$ cat src/rtl/priority_scan_encoder_pkg.sv
// Shared types and limits for the priority scan encoder.
// Scan direction is chosen at build time by PSE_MSB_FIRST_EN (see pse_find_first).
package priority_scan_pkg;

    localparam int N_MIN = 2;
    localparam int N_MAX = 256;

    typedef enum logic {
        IDLE = 1'b0,
        SCAN = 1'b1
    } pse_state_e;

endpackage

$ cat src/rtl/priority_scan_encoder_find_first.sv
// Combinational find-first-set over an N-bit vector; returns 0 for an all-zero vector.
// PSE_MSB_FIRST_EN defined: highest set index wins; undefined: lowest set index wins.
module pse_find_first #(
    parameter int N = 8,
    parameter int W = $clog2(N)
) (
    input  logic [N-1:0] vec,
    output logic [W-1:0] idx
);

    always_comb begin
        idx = '0;
`ifdef PSE_MSB_FIRST_EN
        // Ascending walk: the last match, the highest set bit, is kept.
        for (int i = 0; i < N; i++) begin
            if (vec[i]) idx = W'(i);
        end
`else
        // Descending walk: the last match, the lowest set bit, is kept.
        for (int i = N - 1; i >= 0; i--) begin
            if (vec[i]) idx = W'(i);
        end
`endif
    end

endmodule

$ cat src/rtl/priority_scan_encoder.sv
// Accepts a request vector, then emits the index of each set bit one beat at a time.
// Scan order is set by PSE_MSB_FIRST_EN (MSB first when defined, LSB first otherwise).
module priority_scan_encoder
    import priority_scan_pkg::*;
#(
    parameter int N = 8,
    localparam int W = $clog2(N)
) (
    input  logic         clk,
    input  logic         rst,
    input  logic         in_valid,
    output logic         in_ready,
    input  logic [N-1:0] d,
    output logic         out_valid,
    input  logic         out_ready,
    output logic [W-1:0] y,
    output logic         last,
    output logic         zero,
    output pse_state_e   state
);

    // Handshake: a transfer happens on a rising edge where valid and ready are both 1.
    // valid and ready come only from registered state, never from the partner's signal,
    // so no input reaches an output combinationally.

    pse_state_e   state_q;
    pse_state_e   state_d;
    logic [N-1:0] s_q;
    logic         zero_q;
    logic [W-1:0] ff_idx;
    logic         single;
    logic         accept;
    logic         take;

    pse_find_first #(.N(N), .W(W)) u_find_first (
        .vec (s_q),
        .idx (ff_idx)
    );

    // True for zero or one remaining set bit: the current beat is the final one.
    assign single = (s_q & (s_q - N'(1))) == '0;
    assign accept = (state_q == IDLE) && in_valid;
    assign take   = (state_q == SCAN) && out_ready;

    always_comb begin
        state_d   = state_q;
        in_ready  = 1'b0;
        out_valid = 1'b0;
        y         = '0;
        last      = 1'b0;
        zero      = 1'b0;
        case (state_q)
            IDLE: begin
                in_ready = 1'b1;
                if (in_valid) state_d = SCAN;
            end
            SCAN: begin
                out_valid = 1'b1;
                y         = ff_idx;
                last      = single;
                zero      = zero_q;
                if (out_ready && single) state_d = IDLE;
            end
            default: state_d = IDLE;
        endcase
    end

    always_ff @(posedge clk) begin
        if (rst) begin
            state_q <= IDLE;
            s_q     <= '0;
            zero_q  <= 1'b0;
        end else begin
            state_q <= state_d;
            if (accept) begin
                s_q    <= d;
                zero_q <= (d == '0);
            end else if (take) begin
                s_q[ff_idx] <= 1'b0;
            end
        end
    end

    assign state = state_q;

endmodule

$ cat config.mk
export PLATFORM = sky130hd
export DESIGN_NAME = priority_scan_encoder
export DESIGN_NICKNAME = d
export VERILOG_FILES = /design/src/rtl/priority_scan_encoder_pkg.sv /design/src/rtl/priority_scan_encoder_find_first.sv /design/src/rtl/priority_scan_encoder.sv
export SDC_FILE = /design/constraint.sdc
export NUM_CORES = 1
export LEC_CHECK = 0
export ABC_AREA = 1
export ABC_CLOCK_PERIOD_IN_PS = 1160
export CAP_MARGIN = 25
export CORE_MARGIN = 2
export CORE_UTILIZATION = 41
export CTS_CLUSTER_SIZE = 10
export DETAILED_ROUTE_END_ITERATION = 7
export GPL_ROUTABILITY_DRIVEN = 0
export GPL_TIMING_DRIVEN = 0
export PLACE_DENSITY = 0.74
export SETUP_SLACK_MARGIN = 0.3
export SLEW_MARGIN = 20
export SYNTH_ARGS = -nofsm -noshare
export SYNTH_HDL_FRONTEND = slang
export SYNTH_HIERARCHICAL = 1
export SYNTH_SLANG_ARGS = --single-unit
$ cat constraint.sdc
create_clock -name clk -period 1.16 [get_ports clk]
set_input_delay 0.174 -clock clk [delete_from_list [all_inputs] [get_ports clk]]
set_output_delay 0.174 -clock clk [all_outputs]
set_load 0.05 [all_outputs]
After elaboration in Yosys (flattened, before gate mapping)

Index checks and enable logic that the tools add are counted.

Register bits after elaboration: 10
Word-level logic and storage cells: 37
Output and inout port bits: 8

Add/subtract/negate cells: 1
Reduce and logical (&&, ||, !) cells: 7
Mux-type cells: 20
Bitwise operators: 4
$lt $le $gt $ge: 2

Operators by type and width:

| operator            | number |
|---|---|
| $mux 3              | 9 |
| $and 8x8->8         | 2 |
| $logic_not 8->1     | 2 |
| $mux 8              | 2 |
| $not 8->8           | 1 |
| $sub 8x1->8 const B | 1 |
| $mux 1              | 7 |
| $logic_and 1x1->1   | 4 |
| $lt 3x4->1 const B  | 1 |
| $demux 1 s3         | 1 |
| $ge 3x1->1 const B  | 1 |
| $pmux 1 s2          | 1 |
| $reduce_bool 2->1   | 1 |
| $not 1->1           | 1 |

Longest topological paths before layout

Gate-level depths: netlist of the first run.

Word-level depth: 16
Mapped depth: 10

Cells and area by module

The synthesis of the first run kept the hierarchy.

By module, submodules not included:

| module                | area an instance (µm²) | times used | cells an instance | seq. area each (µm²) |
|---|---|---|---|---|
| priority_scan_encoder | 585.6                  | 1          | 89                | 200.2 |
| pse_find_first        | 95.1                   | 1          | 19                | 0.0 |

Least setup slack after synthesis of the first run

Ideal clock, no wire load.

Path type: reg2out
Start: register state_q (netlist: state)
End: output last
Data arrival time: 2211 ps
Required time: 986 ps
Stages on the path, launching flop included: 3
Setup slack: -1225 ps
Cells stage by stage: dfxtp_1 > inv_2 > nor3_1

Cells in the longest elaborated chain, start to end: 1

Ends and longest elaborated chain:

| element                | RTL line                    | source |
|---|---|---|
| from (decl)            | priority_scan_encoder.sv:26 | `pse_state_e state_q;` |
| from (signal assigned) | priority_scan_encoder.sv:74 | `state_q <= state_d;` |
| $mux 1                 | priority_scan_encoder.sv:52 | `case (state_q)` |
| to (decl)              | priority_scan_encoder.sv:17 | `output logic last,` |

Every way passes these cells.

Worst setup path after layout of the first run

Start: register s_q[1]
End: output y[2]

Cells in the longest elaborated chain, start to end: 3

Ends and longest elaborated chain:

| element                           | RTL line                               | source |
|---|---|---|
| from (decl)                       | priority_scan_encoder.sv:28            | `logic [N-1:0] s_q;` |
| from (signal assigned)            | priority_scan_encoder.sv:71            | `s_q <= '0;` |
| from (signal assigned)            | priority_scan_encoder.sv:76            | `s_q <= d;` |
| from (signal, indexed assignment) | priority_scan_encoder.sv:79            | `s_q[ff_idx] <= 1'b0;` |
| $mux 3 (2 in a row)               | priority_scan_encoder_find_first.sv:21 | `if (vec[i]) idx = W'(i);` |
| via ff_idx[2]                     | priority_scan_encoder.sv:30            | `logic [W-1:0] ff_idx;` |
| $mux 3                            | priority_scan_encoder.sv:52            |  |
| to (decl)                         | priority_scan_encoder.sv:16            | `output logic [W-1:0] y,` |

The timed path passes the listed nets, and every way through them passes these cells.

==> flow_summary.yaml, run 1 <==
die:
  die_width_um: 44.7
  fp.coreArea_um2: 1520
  die_y_um: 44.7
  num_io_pins: 20
  start_util_pct: 44.7
  dieArea_um2: 2000
  rows: 14
sta:
  slew_violations: 0
  hold_viol_final: 0
  fmax_mhz: 610
  worst_pin_slew_ps: 220
  finalCritPeriodShare_pct: 141
  rsz0062_at_grt: "yes"
  finalCriticalPeriod_ps: 1640
  slew_headroom_pct: 85.3
  setup_slack_ps: -479
  setup_viol: 15
  whs_ps: 464
  fin_tns_setup_ps: -4130
  finalClockSkew_ps: 11.5
final_layout:
  layout_common_cells: "18 x nand2_1, 11 x inv_1, 10 x clkdlybuf4s50_1, 9 x a21oi_1, 8 x o21ai_0"
  regArea_um2: 226
  final_cells: 157
  final_cell_area_um2: 1210
  drive_above_1_share_pct: 49.6
  area_growth_pct: 77.8
  final_common_cell: "nand2_1"
  nFillCells: 124
  nets: 154
  antennaDiodeCount: 0
  multi_input_area_um2: 497
detailed_routing:
  drc: 0
  drt_wl_total_mm: 1.86
  dr.pass1.iters: 4
  avgRoutedWirePerCell_um: 11.8
  routed-via-count: 794
  drtIter0Drc: 6
  vias_per_cell: 5.06
  ant_nets: 0
synthesis:
  synth.distinct_cells: 21
  syn_nets: 120
  ys_seq_area_share_pct: 29.4
  avgSynthCellArea_um2: 6.30
  yosys-top-cells-area: "dfxtp_1 29%, nand2_1 13%, inv_1 9.9%"
  netlist_area_um2: 681
  ys_warn_count: 6
  synth_top_area_cell: "dfxtp_1"
  synthCells: 108
  synth.top_cell.area_share_pct: 29.4
  ys_ff_latch: 10
power_and_ir_drop:
  sw_frac_of_total_pct: 39.1
  p_switching_mw: 0.521
  power_leakage_nw: 0.518
  internal_power_mw: 0.811
  power_frac_seq_pct: 32.0
  ir_drop_mv: 0.808
  pwr-share-comb_pct: 49.3
  power_frac_clock_pct: 18.7
  powerDensity_nw_per_um2: 1100
placed_design:
  numPortBuffers: 19
  hpwl_mm: 1.25
  placed_cells: 143
  dpl_cell_area_um2: 971
worst_setup_path:
  reg2reg_depth: 6
  crit_required_ps: 990
  cp.arrival_ps: 1470
  worstReg2RegEnd: "s_q[5]"
  crit_type: "reg2out"
  r2r_setup_slack_ps: -300
  crit_path_start_kind: "register"
  endpoint_kind: "output pin"
  r2r_start: "s_q[1]"
  cp_max_fo: 5
cts:
  clockBufferDepth: 2
  clkSinkCount: 10
  root_buffer: "clkbuf_4"
  cts_buffers: 3
  h-tree-depth: 1
  clk_latency_ps: 270
  clkSlewWorstSetupHoldPaths_ps: 70
  cts_tree: "built"
worst_hold_path:
  whs_path_depth: 3
  hold_path_class: "in2reg"
  hp-start: "in_valid"
  min_to: "state"
global_routing:
  antenna_found_initial: 0
  grt_pass1_vias: 680
  grt_overflow: 0
  grt_max_degree: 11
  grt.total_usage_pct: 18.7
  grt_first_pass_wirelength_mm: 2.80
run:
  maxCapViolCount: 0
run_status:
  status: "finished with violations"
  violations: "setup timing"
-- registers in the layout, summed over array words and instances, names as in the netlist --
register,flops
s_q,8
state,1
zero_q,1
-- synthesized netlist by cell type (all sizes together) --
cell   count
o21ai     17
inv       19
nor2       9
nand4      1
nor3b      1
buf        2
nand3      3
dfxtp     10
a21oi     12
nor3       3
nand2     27
or2        4
-- kinds of logic after synthesis --
family          synth area share (%)
buf+inv                         14.5
simple gates                    33.6
compound gates                  22.4
flops                           29.4
-- metrics by stage --
step	setup WS [ps]	power [mW]	utilization, %
2_1_floorplan	-124	0.758	-
3_3_place_gp	-881	0.885	63.7
3_5_place_dp	-875	0.895	63.7
4_1_cts	-416	1.24	73.0
5_1_grt	-567	1.40	79.4
6_report	-479	1.33	79.4
-- worst max path at each step --
stage	startpoint	to	slack (ps)
global placement	s_q[7]	y[1]	-880
global route	s_q[1]	y[2]	-570
detailed placement	s_q[7]	y[1]	-870
floorplan	s_q[1]	y[2]	-120
CTS	s_q[6]	y[2]	-420
finish	s_q[1]	y[2]	-480
-- power by group through the flow --
stage          Sequential, mW  Combinational [mW]  Clock, mW
2_1_floorplan           0.430               0.328          0
3_3_place_gp            0.426               0.460          0
3_5_place_dp            0.427               0.468          0
4_1_cts                 0.417               0.578      0.245
5_1_grt                 0.430               0.705      0.264
6_report                0.426               0.657      0.249
-- repair_timing --
| item | CTS | global route |
|---|---|---|
| pin swaps | 13 | 3 |
| endpoints found under the hold margin | 0 | 0 |
| hold buffers | 0 | 0 |
| resized for setup | 78 | 22 |
| endpoints found under the setup margin | 18 | 18 |
| buffers inserted | 7 | 3 |
-- critical path, cell delays in order, from the launching register on --
cell,delay (ps)
dfxtp_4,360
or2_4,270
nor3b_2,220
nand2_1,120
clkinvlp_4,90
buf_8,130
-- layout make-up --
type / instances / share of cell area (%)
plain buffers: 2 / 2.90
clock buffers: 4 / 2.17
inverters: 19 / 7.76
multi-input cells: 77 / 41.1
flip-flops and latches: 10 / 18.7
well taps: 16 / 1.65
repair buffers: 29 / 25.7
-- metal layers --
metal	vias up	share of wire (%)	GRT usage [%]	routed length, um
met3	9	3.7	2.80	68
met4	0	3.4	7.27	63
met1	352	40	22.6	746
met2	20	53	33.0	979
li1	413	-	-	-
met5	-	0	0	0
Note: power is estimated with default switching activity, not from simulation.
==> run 2: changes to the inputs <==
Settings changed: ABC_AREA 1 to 0, CORE_UTILIZATION 41 to 39, PLACE_DENSITY 0.74 to 0.72.
==> flow_summary.yaml, run 2 <==
detailed_routing:
  vias_per_cell: 6.22
  routed-via-count: 809
  drt_wl_total_mm: 2.18
  avgRoutedWirePerCell_um: 16.8
  ant_nets: 0
  dr.pass1.iters: 4
  drtIter0Drc: 19
  drc: 0
final_layout:
  drive_above_1_share_pct: 56.1
  regMostFlops: "s_q"
  nets: 127
  antennaDiodeCount: 0
  largest_reg_flops: 8
  final_cell_area_um2: 1240
  final_cells: 130
  nFillCells: 93
  layout_common_cells: "10 x nand2_1, 9 x a21oi_1, 8 x buf_8, 8 x clkdlybuf4s50_1, 7 x dfxtp_4"
  final_common_cell: "nand2_1"
  area_growth_pct: 101
cts:
  clkSlewWorstSetupHoldPaths_ps: 70
  clkSinkCount: 10
  cts_buffers: 3
  cts_tree: "built"
  root_buffer: "clkbuf_4"
  h-tree-depth: 1
  clockBufferDepth: 2
  clk_latency_ps: 260
synthesis:
  ys_top_cells_by_count: "12 x nand2_1, 11 x a21oi_1, 10 x dfxtp_1"
  ys_warn_count: 6
  avgSynthCellArea_um2: 7.82
  synth.distinct_cells: 32
  syn_nets: 91
  synth_edf_count: 0
  yosysMostFrequentCell: "nand2_1"
  synth_flop_cell: "dfxtp_1"
  synth_top_area_cell: "dfxtp_1"
  synthCells: 79
  ys_seq_area_share_pct: 32.4
  ys_ff_latch: 10
  netlist_area_um2: 618
  synthArstFlopShare_pct: 0
  yosys-top-cells-area: "dfxtp_1 32%, a21oi_1 8.9%, nand2_1 7.3%"
  synth.top_cell.area_share_pct: 32.4
sta:
  slew_violations: 0
  setup_viol: 15
  slew_headroom_pct: 70.4
  worst_pin_slew_ps: 443
  fmax_mhz: 486
  finalClockSkew_ps: 3.41
  finalCritPeriodShare_pct: 177
  hold_viol_final: 0
  rsz0062_at_grt: "yes"
  whs_ps: 284
  finalCriticalPeriod_ps: 2060
  setup_slack_ps: -896
run:
  maxCapViolCount: 0
global_routing:
  grt_max_degree: 11
  antenna_found_initial: 0
  grt_first_pass_wirelength_mm: 3.36
  grt_pass1_vias: 739
  grt.total_usage_pct: 23.7
  grt_overflow: 0
placed_design:
  place_ws_ps: -1260
  numPortBuffers: 18
  hpwl_mm: 1.17
  placed_cells: 113
  dpl_cell_area_um2: 927
die:
  num_io_pins: 20
  die_width_um: 43.8
  fp.coreArea_um2: 1490
  die_y_um: 43.8
  dieArea_um2: 1920
  rows: 14
  start_util_pct: 41.5
worst_setup_path:
  path_buf_inv: 1
  cp.arrival_ps: 1880
  crit_type: "reg2out"
  crit_required_ps: 990
  endpoint_kind: "output pin"
  critPathSlowestCell: "or4_4"
  max_stage_delay_ps: 530
  crit_path_start_kind: "register"
  crit_family: "simple AND/OR/NAND/NOR gates"
  crit_chain: "or4_4 -> or3_4 -> nand3_2 -> and3_4 -> buf_8"
  cp_max_fo: 2
power_and_ir_drop:
  p_total_mw: 1.34
  power_leakage_nw: 0.477
  ir_drop_mv: 1.04
  powerDensity_nw_per_um2: 1080
worst_hold_path:
  hold_path_class: "in2reg"
run_status:
  status: "finished with violations"
  violations: "setup timing"
## run 2: cell families (layout without fill, tap and decap cells)
group | count (synthesis) | in the layout | synth area share [%]
flip-flops | 10 | 10 | 32.4
buffers and inverters | 7 | 42 | 4.86
AND/OR/NAND/NOR | 35 | 35 | 31.4
AO/OA/AOI/OAI | 27 | 27 | 31.4
## run 2: where the power goes
group / leakage [nW] / total [mW] / switching (mW) / internal, mW
Clock: 0.0210 / 0.317 / 0.127 / 0.191
Sequential: 0.0876 / 0.401 / 0.0402 / 0.360
Combinational: 0.368 / 0.624 / 0.297 / 0.327
Total: 0.477 / 1.34 / 0.464 / 0.878
## run 2: worst register-to-register path, cell delays in order, from the launching register on
cell      delay (ps)
dfxtp_4          350
buf_4            160
nor2_1            80
o21ai_1           80
a211oi_2         270
buf_4            170
buf_6            110
nand2b_4          60
o211ai_1         190
a21oi_1           90
## run 2: area by class of cell
class                      instances  area, um^2  share of cell area [%]
tap                               16        20.0                    1.61
clock buffer                       4        36.3                    2.91
multi-input combinational         62         528                    42.4
sequential                        10         229                    18.4
timing repair buffer              31         349                    28.0
buffer                             4        55.1                    4.42
inverter                           3        27.5                    2.21
## run 2: worst paths after layout
check         start      to  slack [ps]  depth (start not counted)
max          s_q[5]    last        -900                          5
min             rst  zero_q         280                          2
max reg2reg  s_q[5]  s_q[3]        -520                          9
min reg2reg  zero_q  zero_q         470                          2
## run 2: what timing repair did
action                                  in CTS  in global routing
resized for setup                           87                  7
pin swaps                                   10                  6
cloned                                       1                  1
hold buffers                                 0                  0
endpoints found under the setup margin      18                 18
setup buffers                                8                  3
## run 2: per-layer routing
layer	GRT usage (%)	up-vias	wire length, um
met5	0	-	0
li1	-	370	-
met1	28.3	389	887
met4	9.70	0	76
met2	40.9	40	1090
met3	5.00	10	124
## run 2: stage by stage
stage | setup TNS, ps | util, %
global route | -8380 | 83.6
detailed placement | -8500 | 62.3
finish | -6930 | 83.6
global placement | -8630 | 62.3
CTS | -6390 | 78.2
floorplan | -2640 | -
==> run 3: changes to the inputs <==
Settings changed: TNS_END_PERCENT from default to 1.
==> flow_summary.yaml, run 3 (same netlist as run 2, synthesis figures left out) <==
run_status:
  status: "finished with violations"
  violations: "setup timing"
global_routing:
  grt_first_pass_wirelength_mm: 2.84
  antenna_found_initial: 0
  grt_max_degree: 11
  grt_pass1_vias: 613
  grt.total_usage_pct: 19.9
  grt_overflow: 0
sta:
  setup_slack_ps: -912
  slew_violations: 0
  worst_pin_slew_ps: 508
  slew_headroom_pct: 65.8
  hold_viol_final: 0
  rsz0062_at_grt: "yes"
  finalClockSkew_ps: 1.65
  fmax_mhz: 483
  whs_ps: 280
  setup_viol: 14
  finalCritPeriodShare_pct: 179
  finalCriticalPeriod_ps: 2070
  fin_tns_setup_ps: -6280
detailed_routing:
  routed-via-count: 687
  vias_per_cell: 5.87
  ant_nets: 0
  drc: 0
  drt_wl_total_mm: 1.66
  dr.pass1.iters: 4
  avgRoutedWirePerCell_um: 14.2
  drtIter0Drc: 24
die:
  die_y_um: 43.8
  num_io_pins: 20
  fp.coreArea_um2: 1490
  rows: 14
  dieArea_um2: 1920
  die_width_um: 43.8
  start_util_pct: 41.5
final_layout:
  drive_above_1_share_pct: 33.7
  area_growth_pct: 49.4
  final_cells: 117
  largest_reg_flops: 8
  utilization_pct: 62.0
  layout_common_cells: "12 x nand2_1, 11 x a21oi_1, 10 x clkdlybuf4s50_1, 7 x dfxtp_2, 6 x o211ai_1"
  final_common_cell: "nand2_1"
  nets: 114
  regMostFlops: "s_q"
  antennaDiodeCount: 0
cts:
  clk_latency_ps: 270
  h-tree-depth: 1
  root_buffer: "clkbuf_4"
  cts_buffers: 3
  cts_setup_buffers: 0
  clkSinkCount: 10
  clockBufferDepth: 2
  cts_tree: "built"
  clkSlewWorstSetupHoldPaths_ps: 70
worst_setup_path:
  crit_required_ps: 990
  cp.arrival_ps: 1900
  crit_type: "reg2out"
  max_stage_delay_ps: 540
  cp_max_fo: 7
  crit_path_start_kind: "register"
  critPathSlowestCell: "or4_4"
  endpoint_kind: "output pin"
  path_buf_inv: 1
  crit_family: "simple AND/OR/NAND/NOR gates"
  crit_chain: "or4_4 -> or3_1 -> nand3_2 -> and3_4 -> buf_8"
power_and_ir_drop:
  power_leakage_nw: 0.340
  p_total_mw: 1.12
  ir_drop_mv: 0.718
  powerDensity_nw_per_um2: 1210
worst_hold_path:
  hold_path_class: "in2reg"
run:
  maxCapViolCount: 0
placed_design:
  numPortBuffers: 18
  hpwl_mm: 1.17
  placed_cells: 113
[run 3: cell types whose count changed in the layout (fill, tap and decap cells not counted), moves of 3 or more]
cell     previous run  this run
dfxtp_4             7         1
buf_8               8         5
and2_1              0         3
buf_4               6         3
and2_4              4         1
dfxtp_2             2         7
buf_6               6         0
[run 3: per-stage QoR]
stage                     cell area, um^2  setup slack (ps)
final                                 923              -912
after global routing                  923              -966
after CTS                             897              -920
after detailed placement              828             -1250
after global placement                828             -1250
after floorplan                       628              -530
[run 3: final cells by class]
class                   count  area [um^2]
inverters                   3         11.3
clock buffers               4         36.3
repair buffers             18          195
well taps                  16         20.0
multi-input cells          62          414
fillers                   138          566
plain buffers               4         33.8
flip-flops and latches     10          213
[run 3: worst paths after layout]
| path | start | to | slack (ps) | cells past startpoint |
|---|---|---|---|---|
| setup / recovery | s_q[5] | last | -910 | 5 |
| hold reg to reg | zero_q | zero_q | 460 | 2 |
| setup reg to reg | s_q[5] | s_q[2] | -440 | 5 |
| hold / removal | rst | s_q[7] | 280 | 2 |
[run 3: metal layers]
metal  up-vias  part of all wire (%)  GRT usage [%]  wire (um)
met3         7                   6.1           4.58        102
li1        345                     -              -          -
met5         -                     0              0          0
met2        25                    47           29.1        785
met1       310                    44           27.5        733
met4         0                   2.4           9.70         40
[run 3: what timing repair did]
action | in CTS | in global routing
pin swaps | 0 | 3
hold buffers | 0 | 0
resized for setup | 47 | 18
hold endpoints to repair | 0 | 0
setup endpoints to repair | 18 | 18
[run 3: worst reg2reg max path, cell delays in order, from the launching register on]
cell and delay (ps):
dfxtp_2 360, nor4_1 500, nor4b_4 130, nand2b_1 190, o211ai_1 200, a21oi_1 90
[run 3: where the power goes]
part / switching, mW / leakage, nW / internal, mW
registers: 0.0412 / 0.0854 / 0.367
logic: 0.210 / 0.234 / 0.179
clock network: 0.131 / 0.0210 / 0.191
total: 0.383 / 0.340 / 0.737
